### src/rtl/panel_pkg.sv
// rtl/panel_pkg.sv - shared mode encodings and pixel sample type for panel_pattern (gradient mode: PANEL_PATTERN_GRADIENT_EN)
package panel_pkg;

    typedef enum logic [1:0] {
        MODE_STRIPE   = 2'd0,
        MODE_CHECKER  = 2'd1,
        MODE_SOLID    = 2'd2,
        MODE_GRADIENT = 2'd3
    } panel_mode_t;

    // Default channel width; a block with a different COLOR_W declares its own
    // sample struct with the same field layout.
    localparam int PANEL_COLOR_W = 8;

    typedef struct packed {
        logic [PANEL_COLOR_W-1:0] red;
        logic [PANEL_COLOR_W-1:0] green;
        logic [PANEL_COLOR_W-1:0] blue;
        logic [PANEL_COLOR_W-1:0] alpha;
    } panel_rgba_t;

endpackage

### src/rtl/panel_anim_counter.sv
// rtl/panel_anim_counter.sv - tick divider, directional modulo offset and mode/dir latching
import panel_pkg::*;

module panel_anim_counter #(
    parameter int PERIOD_LOG2 = 3,
    parameter int TICK_DIV    = 1
) (
    input  logic                   clk,
    input  logic                   rst_n,
    input  logic                   tick,
    input  logic [1:0]             mode,
    input  logic                   dir,
    output logic [PERIOD_LOG2-1:0] offset,
    output panel_mode_t            act_mode,
    output logic                   act_dir
);

    localparam int DIV_W = (TICK_DIV > 1) ? $clog2(TICK_DIV) : 1;
    localparam logic [DIV_W-1:0] DIV_LAST = DIV_W'(TICK_DIV - 1);

    logic [DIV_W-1:0] div_cnt;
    logic             div_wrap;

    assign div_wrap = (div_cnt == DIV_LAST);

    // Count ticks; on the wrapping tick step the offset in the direction sampled on that tick.
    always_ff @(posedge clk or negedge rst_n) begin
        if (!rst_n) begin
            div_cnt  <= '0;
            offset   <= '0;
            act_mode <= MODE_STRIPE;
            act_dir  <= 1'b0;
        end else if (tick) begin
            act_mode <= panel_mode_t'(mode);
            act_dir  <= dir;
            if (div_wrap) begin
                div_cnt <= '0;
                if (dir) begin
                    offset <= offset - PERIOD_LOG2'(1);
                end else begin
                    offset <= offset + PERIOD_LOG2'(1);
                end
            end else begin
                div_cnt <= div_cnt + DIV_W'(1);
            end
        end
    end

endmodule

### src/rtl/panel_pattern.sv
// rtl/panel_pattern.sv - animated RGBA test-pattern source with valid/ack output register (gradient mode: PANEL_PATTERN_GRADIENT_EN)
import panel_pkg::*;

module panel_pattern #(
    parameter int COORD_W     = 10,
    parameter int COLOR_W     = 8,
    parameter int PERIOD_LOG2 = 3,
    parameter int TICK_DIV    = 1
) (
    input  logic               clk,
    input  logic               rst_n,
    input  logic               valid,
    input  logic               tick,
    input  logic [COORD_W-1:0] x,
    input  logic [COORD_W-1:0] y,
    input  logic [1:0]         mode,
    input  logic               dir,
    input  logic               ack,
    output logic               ready,
    output logic               validOut,
    output logic [COLOR_W-1:0] red,
    output logic [COLOR_W-1:0] green,
    output logic [COLOR_W-1:0] blue,
    output logic [COLOR_W-1:0] alpha
);

    typedef struct packed {
        logic [COLOR_W-1:0] red;
        logic [COLOR_W-1:0] green;
        logic [COLOR_W-1:0] blue;
        logic [COLOR_W-1:0] alpha;
    } rgba_t;

    localparam logic [COLOR_W-1:0] HALF = COLOR_W'(1) << (COLOR_W - 1);
    localparam logic [COLOR_W-1:0] FULL = '1;

    logic [PERIOD_LOG2-1:0] offset;
    panel_mode_t            act_mode;
    logic                   act_dir;
    logic [COORD_W-1:0]     p;
    logic [COLOR_W-1:0]     solid;
    logic                   stripe_lit;
    logic                   checker_lit;
    logic                   accept;
    rgba_t                  pix;
    rgba_t                  sample;

    panel_anim_counter #(
        .PERIOD_LOG2 (PERIOD_LOG2),
        .TICK_DIV    (TICK_DIV)
    ) u_anim (
        .clk      (clk),
        .rst_n    (rst_n),
        .tick     (tick),
        .mode     (mode),
        .dir      (dir),
        .offset   (offset),
        .act_mode (act_mode),
        .act_dir  (act_dir)
    );

    assign ready  = !validOut || ack;
    assign accept = valid && ready && !tick;

    assign p           = x + COORD_W'(offset);
    assign stripe_lit  = (p[PERIOD_LOG2-1:0] == '0);
    assign checker_lit = p[PERIOD_LOG2] ^ y[PERIOD_LOG2];

    // Offset left-aligned into a colour channel: pad LSBs or drop offset LSBs.
    generate
        if (PERIOD_LOG2 < COLOR_W) begin : g_solid_pad
            assign solid = COLOR_W'(offset) << (COLOR_W - PERIOD_LOG2);
        end else if (PERIOD_LOG2 == COLOR_W) begin : g_solid_eq
            assign solid = offset;
        end else begin : g_solid_trunc
            assign solid = offset[PERIOD_LOG2-1 -: COLOR_W];
        end
    endgenerate

    // Pattern function for the currently latched mode.
    always_comb begin
        pix = '0;
        case (act_mode)
            MODE_CHECKER: begin
                if (checker_lit) begin
                    pix = '{red: HALF, green: HALF, blue: HALF, alpha: FULL};
                end
            end
            MODE_SOLID: begin
                pix = '{red: solid, green: solid, blue: solid, alpha: FULL};
            end
`ifdef PANEL_PATTERN_GRADIENT_EN
            MODE_GRADIENT: begin
                pix = '{red: COLOR_W'(p), green: COLOR_W'(y), blue: '0, alpha: FULL};
            end
`endif
            default: begin
                if (stripe_lit) begin
                    pix = '{red: HALF, green: '0, blue: '0, alpha: FULL};
                end
            end
        endcase
    end

    // Output register loads only on acceptance and otherwise holds for the consumer.
    always_ff @(posedge clk or negedge rst_n) begin
        if (!rst_n) begin
            validOut <= 1'b0;
            sample   <= '0;
        end else if (accept) begin
            validOut <= 1'b1;
            sample   <= pix;
        end else if (ack) begin
            validOut <= 1'b0;
        end
    end

    assign red   = sample.red;
    assign green = sample.green;
    assign blue  = sample.blue;
    assign alpha = sample.alpha;

endmodule

### config.mk
export PLATFORM = sky130hd
export DESIGN_NAME = panel_pattern
export DESIGN_NICKNAME = d
export VERILOG_FILES = /design/src/rtl/panel_pkg.sv /design/src/rtl/panel_anim_counter.sv /design/src/rtl/panel_pattern.sv
export SDC_FILE = /design/constraint.sdc
export NUM_CORES = 1
export LEC_CHECK = 0
export BUFFER_PORTS_ARGS = -buffer_cell sky130_fd_sc_hd__buf_2
export CORE_ASPECT_RATIO = 0.9
export CORE_MARGIN = 10
export CORE_UTILIZATION = 40
export DETAILED_ROUTE_END_ITERATION = 10
export GPL_ROUTABILITY_DRIVEN = 1
export GPL_TIMING_DRIVEN = 0
export PLACE_DENSITY = 0.91
export SYNTH_ARGS = -nofsm -noshare
export SYNTH_HDL_FRONTEND = slang
export SYNTH_SLANG_ARGS = --single-unit
### constraint.sdc
create_clock -name clk -period 1.7 [get_ports clk]
set_input_delay 0.17 -clock clk [delete_from_list [all_inputs] [get_ports clk]]
set_output_delay 0.17 -clock clk [all_outputs]
set_load 0.005 [all_outputs]
* After elaboration in Yosys (flattened, before gate mapping)
Cells that the tools add are included.
** Storage, ports and cells
- Register bits :: 39
- Bits in latches :: 0
- RAM bits :: 0
- Memory bits (read-only) :: 0
- Input bits :: 28
- Output and inout bits :: 34
- Word-level logic and storage cells :: 31
- Memories kept :: 0
** Operators by class
- $add $sub $neg :: 4
- Multiply operators :: 0
- Divide/modulo/power cells :: 0
- Order comparisons :: 0
- Eq/ne operators :: 2
- Shift-type cells :: 0
- Muxes and demuxes :: 7
- Bitwise logic cells :: 2
- Reductions and logical operators :: 8
** Operators with widths (count)
- $mux 32 :: 2
- $pmux 32 s2 :: 1
- $add 4x3->4 :: 1
- $add 3x1->3 const B :: 1
- $logic_not 3->1 :: 1
- $mux 1 :: 3
- $mux 3 :: 1
- $sub 3x1->3 const B :: 1
- $eq 2x1->1 const B :: 1
- $eq 2x2->1 const B :: 1
- $logic_and 1x1->1 :: 2
- $logic_not 1->1 :: 2
- $reduce_and 2->1 :: 1
- $reduce_bool 2->1 :: 1
- $add 1x1->1 const B :: 1
- $logic_or 1x1->1 :: 1
- $not 1->1 :: 1
- $xor 1x1->1 :: 1

* Logic depth before layout (Yosys ltp)
- Depth in word-level cells :: 5
- Mapped depth :: 6

* Modules after synthesis
From an unflattened synthesis, not the netlist that was laid out.
** Unflattened totals
- Cells, all modules :: 91
- Area total of the unflattened synthesis :: 910.9 um2
** Modules (own cells, without submodules)
- panel_pattern :: instances 1, cells each 71, area each 634.4 um2, sequential area each 150.1 um2
- panel_anim_counter :: instances 1, cells each 20, area each 276.5 um2, sequential area each 150.1 um2

* Worst setup path after synthesis
OpenSTA, ideal clock, no wires.
- Path type :: register to register
- Start :: register u_anim.offset[0]
- End :: register sample, in the netlist alpha[6]
- Arrival time :: 1.516 ns
- Data required time :: 1.635 ns
- Slack :: 0.118 ns
- Stages on the path, launching flop included :: 7
- Path buffers :: 0
- Clock period less this slack :: 1.582 ns
- Path through :: dfrtp_1 -> ha_1 -> inv_1 -> fa_1 -> xnor2_1 -> o31ai_1 -> o22a_1
** On the way
- Longest elaborated chain between the ends :: 4
- Elaborated cells between the ends (all ways) :: 6
- Classes of those cells :: add/sub (1); mux (3); bitwise (1); reduce/logical (1)
** RTL lines
- from (decl) :: RTL line panel_anim_counter.sv:13 : output logic [PERIOD_LOG2-1:0] offset,
- from (signal assigned) :: RTL line panel_anim_counter.sv:39 : offset <= offset - PERIOD_LOG2'(1);
- from (signal assigned) :: RTL line panel_anim_counter.sv:41 : offset <= offset + PERIOD_LOG2'(1);
- $add 4x3->4 * :: RTL line panel_pattern.sv:65 : assign p = x + COORD_W'(offset);
- $logic_not 3->1 or $xor 1x1->1 (tied branches) :: RTL line panel_pattern.sv:66, panel_pattern.sv:67
- $mux 32 (on tied branches) :: RTL line panel_pattern.sv:98, panel_pattern.sv:85
- $pmux 32 s2 * :: RTL line panel_pattern.sv:83 : case (act_mode)
- to (signal assigned) :: RTL line panel_pattern.sv:112 : sample <= pix;
- to (decl) :: RTL line panel_pattern.sv:46 : rgba_t sample;
Every way passes the cells marked *; elsewhere a longest branch is shown, timed or not.
A chain may end at the register's enable or synchronous reset.

* Final worst setup path
Same ends and word-level chain as after synthesis.

==> metrics.yaml <==
critPathKind: "flip-flop to flip-flop"
worst_ep_required_time_ns: 1.91
cts_buffers: 3
vias: 701
top_usage_layer: "met2"
grt_pass1_vias: 724
ant_nets: 0
worstRegToRegCells: 6
multi_input_area_um2: 382
die_x_um: 68.5
status: "complete, no violations"
yosysUniqueCellTypes: 23
num_antenna_cells: 0
core_area_mm2: 0.00197
wl_mm: 2.03
io_pins: 62
netlist_instances: 90
rsz0062_at_grt: "yes"
ys_warn_count: 0
p_per_area_mw_per_mm2: 1090
setup_violations: 0
max-cap-violations: 0
min_period_ns: 1.64
r2r-start: "u_anim.offset[0]"
drc: 0
hold_ws_ns: 0.114
h-tree-depth: 1
synth-main-ff-cell: "dfrtp_1"
clk_pin_slew_ns: 0.07
reg2reg_slack_ns: 0.06
min_to: "u_anim.act_mode[0]"
start_util: 0.429
nNetsFinal: 176
fmax_ghz: 0.609
numPortBuffers: 30
grt_max_degree: 12
avgSynthCellArea_um2: 9.40
synth_top_cell_by_area: "dfrtp_1"
synth_edf_count: 0
period_share: 0.966
slowest_delay_ns: 0.48
synthTopCellsByArea: "dfrtp_1 33%, buf_4 24%, ha_1 7.4%"
async_flop_share: 1.00
yosysSeqAreaShare: 0.325
p_leak_nw: 0.645
met3_usage: 0.0512
cts_sinks: 11
antenna_found_initial: 0
track_usage: 0.0936
critPathMaxFanout: 2
arrival_ns: 1.85
post_synth_most_frequent_cells: "27 x buf_4, 12 x inv_1, 11 x dfrtp_1"
cp_cell_sequence: "ha_2 -> inv_1 -> fa_1 -> nand2_1 -> o31ai_2 -> o22a_1"
hp-class: "input port to flip-flop"
drt_iter0_drc: 12
drt-vias-per-instance: 4.25
design.die.area_mm2: 0.00436
dp_hpwl_mm: 1.72
power_mw: 1.23
grt_overflow: 0
place.gp.congestion: 0.860
worst_setup_path_end_kind: "flip-flop"
gr-usage-met2: 0.165
synth_seq_cells: 11
routedWlPerCell_um: 12.3
crit_slowest_cell: "fa_1"
finalCoreUtilization: 0.576
layout-drive-gt1-share: 0.479
synth_top_area_share: 0.325
cts.path.max_buffers: 2
slew_viol_final: 0
min_path_cells: 3
rr_endpoint: "alpha[6]"
clk_latency_ns: 0.27
synth_area_um2: 846
area_growth_pct: 34.2
drt-pass1-iter-count: 3
met1_usage: 0.0868
die_h_um: 63.6
hp-start: "mode[0]"
final_hold_viol_count: 0
cts_tree: "built"
cp-start-kind: "flip-flop"
ir_drop_uv: 551
grt_pass1_wl_mm: 3.24
fin_setup_tns_ns: 0
fillers: 171
ctsRootBufferMaster: "clkbuf_4"
num_rows: 15
synth.most_common_cell: "buf_4"
fin_worst_skew_ns: 0.00354
layout.area.seq_um2: 275
==> logic make-up (layout without fill, tap and decap cells) <==
group,count (synthesis),after routing,synth area share
other,1,15,0.00443
and+or+nand+nor,12,12,0.0814
adders and majority gates,7,7,0.121
buffers and inverters,40,76,0.299
xor gates and xnor gates,5,5,0.0518
muxes,1,1,0.0133
AOI/OAI and AO/OA,13,13,0.104
DFF,11,11,0.325
==> per-stage QoR <==
stage               instances  worst slack [ns]  cell area (um^2)
finish                    165            0.0577              1130
global route              165          -0.00483              1130
CTS                       165            0.0220              1120
detailed placement        159           -0.0431              1080
global placement          159           0.00273              1080
floorplan                 104             0.118               898
==> area by class of cell <==
type | instances | share of cell area
Sequential cell | 11 | 0.243
Multi-Input combinational cell | 53 | 0.336
Timing Repair Buffer | 32 | 0.148
Buffer | 28 | 0.183
Clock buffer | 4 | 0.0232
Tap cell | 25 | 0.0276
Inverter | 12 | 0.0397
==> worst max-delay path, delay by kind of cell, from the launching register on <==
kind	cells	cell delay, ns
buffers and inverters	1	0.05
flip-flops	1	0.38
adder cells (fa/ha/maj)	2	0.67
AND/OR/NAND/NOR	1	0.06
AO/OA/AOI/OAI	2	0.43
==> power breakdown <==
part / internal [mW] / switching [mW] / leakage, nW / total, mW
combinational: 0.362 / 0.281 / 0.495 / 0.643
clock: 0.0907 / 0.0902 / 0.0150 / 0.181
sequential: 0.335 / 0.0746 / 0.134 / 0.410
==> worst max-delay path by stage <==
stage	cells after the start	endpoint	from
floorplan	6	alpha[6]	u_anim.offset[0]
global placement	6	alpha[6]	u_anim.offset[0]
global route	6	alpha[6]	u_anim.offset[0]
CTS	5	green[7]	u_anim.offset[2]
detailed placement	6	red[7]	u_anim.offset[0]
finish	6	alpha[6]	u_anim.offset[0]
==> registers in the layout, summed over array words and instances (netlist names) <==
register         flops
alpha                1
green                1
red                  3
u_anim.act_mode      2
u_anim.offset        3
validOut             1
==> cell usage in the layout, fill, tap and decap left out <==
cell type       n
nor2_1          1
buf_2          31
a21oi_2         1
fa_1            2
dlygate4sd3_1   1
buf_4          28
nand3_1         3
ha_1            4
xnor2_1         3
o22a_1          2
a21oi_1         1
ha_2            1
xor2_1          2
nand4_1         1
inv_1          12
nand2b_1        1
a211o_1         1
nor3b_4         1
o21ai_0         5
a31oi_1         1
nand2_1         5
mux2_1          1
a31oi_2         1
o31ai_2         1
clkbuf_4        3
conb_1         15
clkbuf_1        1
dfrtp_1        11
==> layer usage <==
layer	routed length, um	share of wire
met2	996	0.49
met5	0	0
met1	662	0.33
met3	325	0.16
met4	48	0.024
==> what timing repair did <==
action	in CTS	in global routing
endpoints found under the setup margin	2	3
endpoints found under the hold margin	11	0
hold buffers	1	0
gates cloned	0	0
pin swaps	0	2
buffers inserted	1	0
resized for setup	0	3
Note: power is estimated with default switching activity, not from simulation.
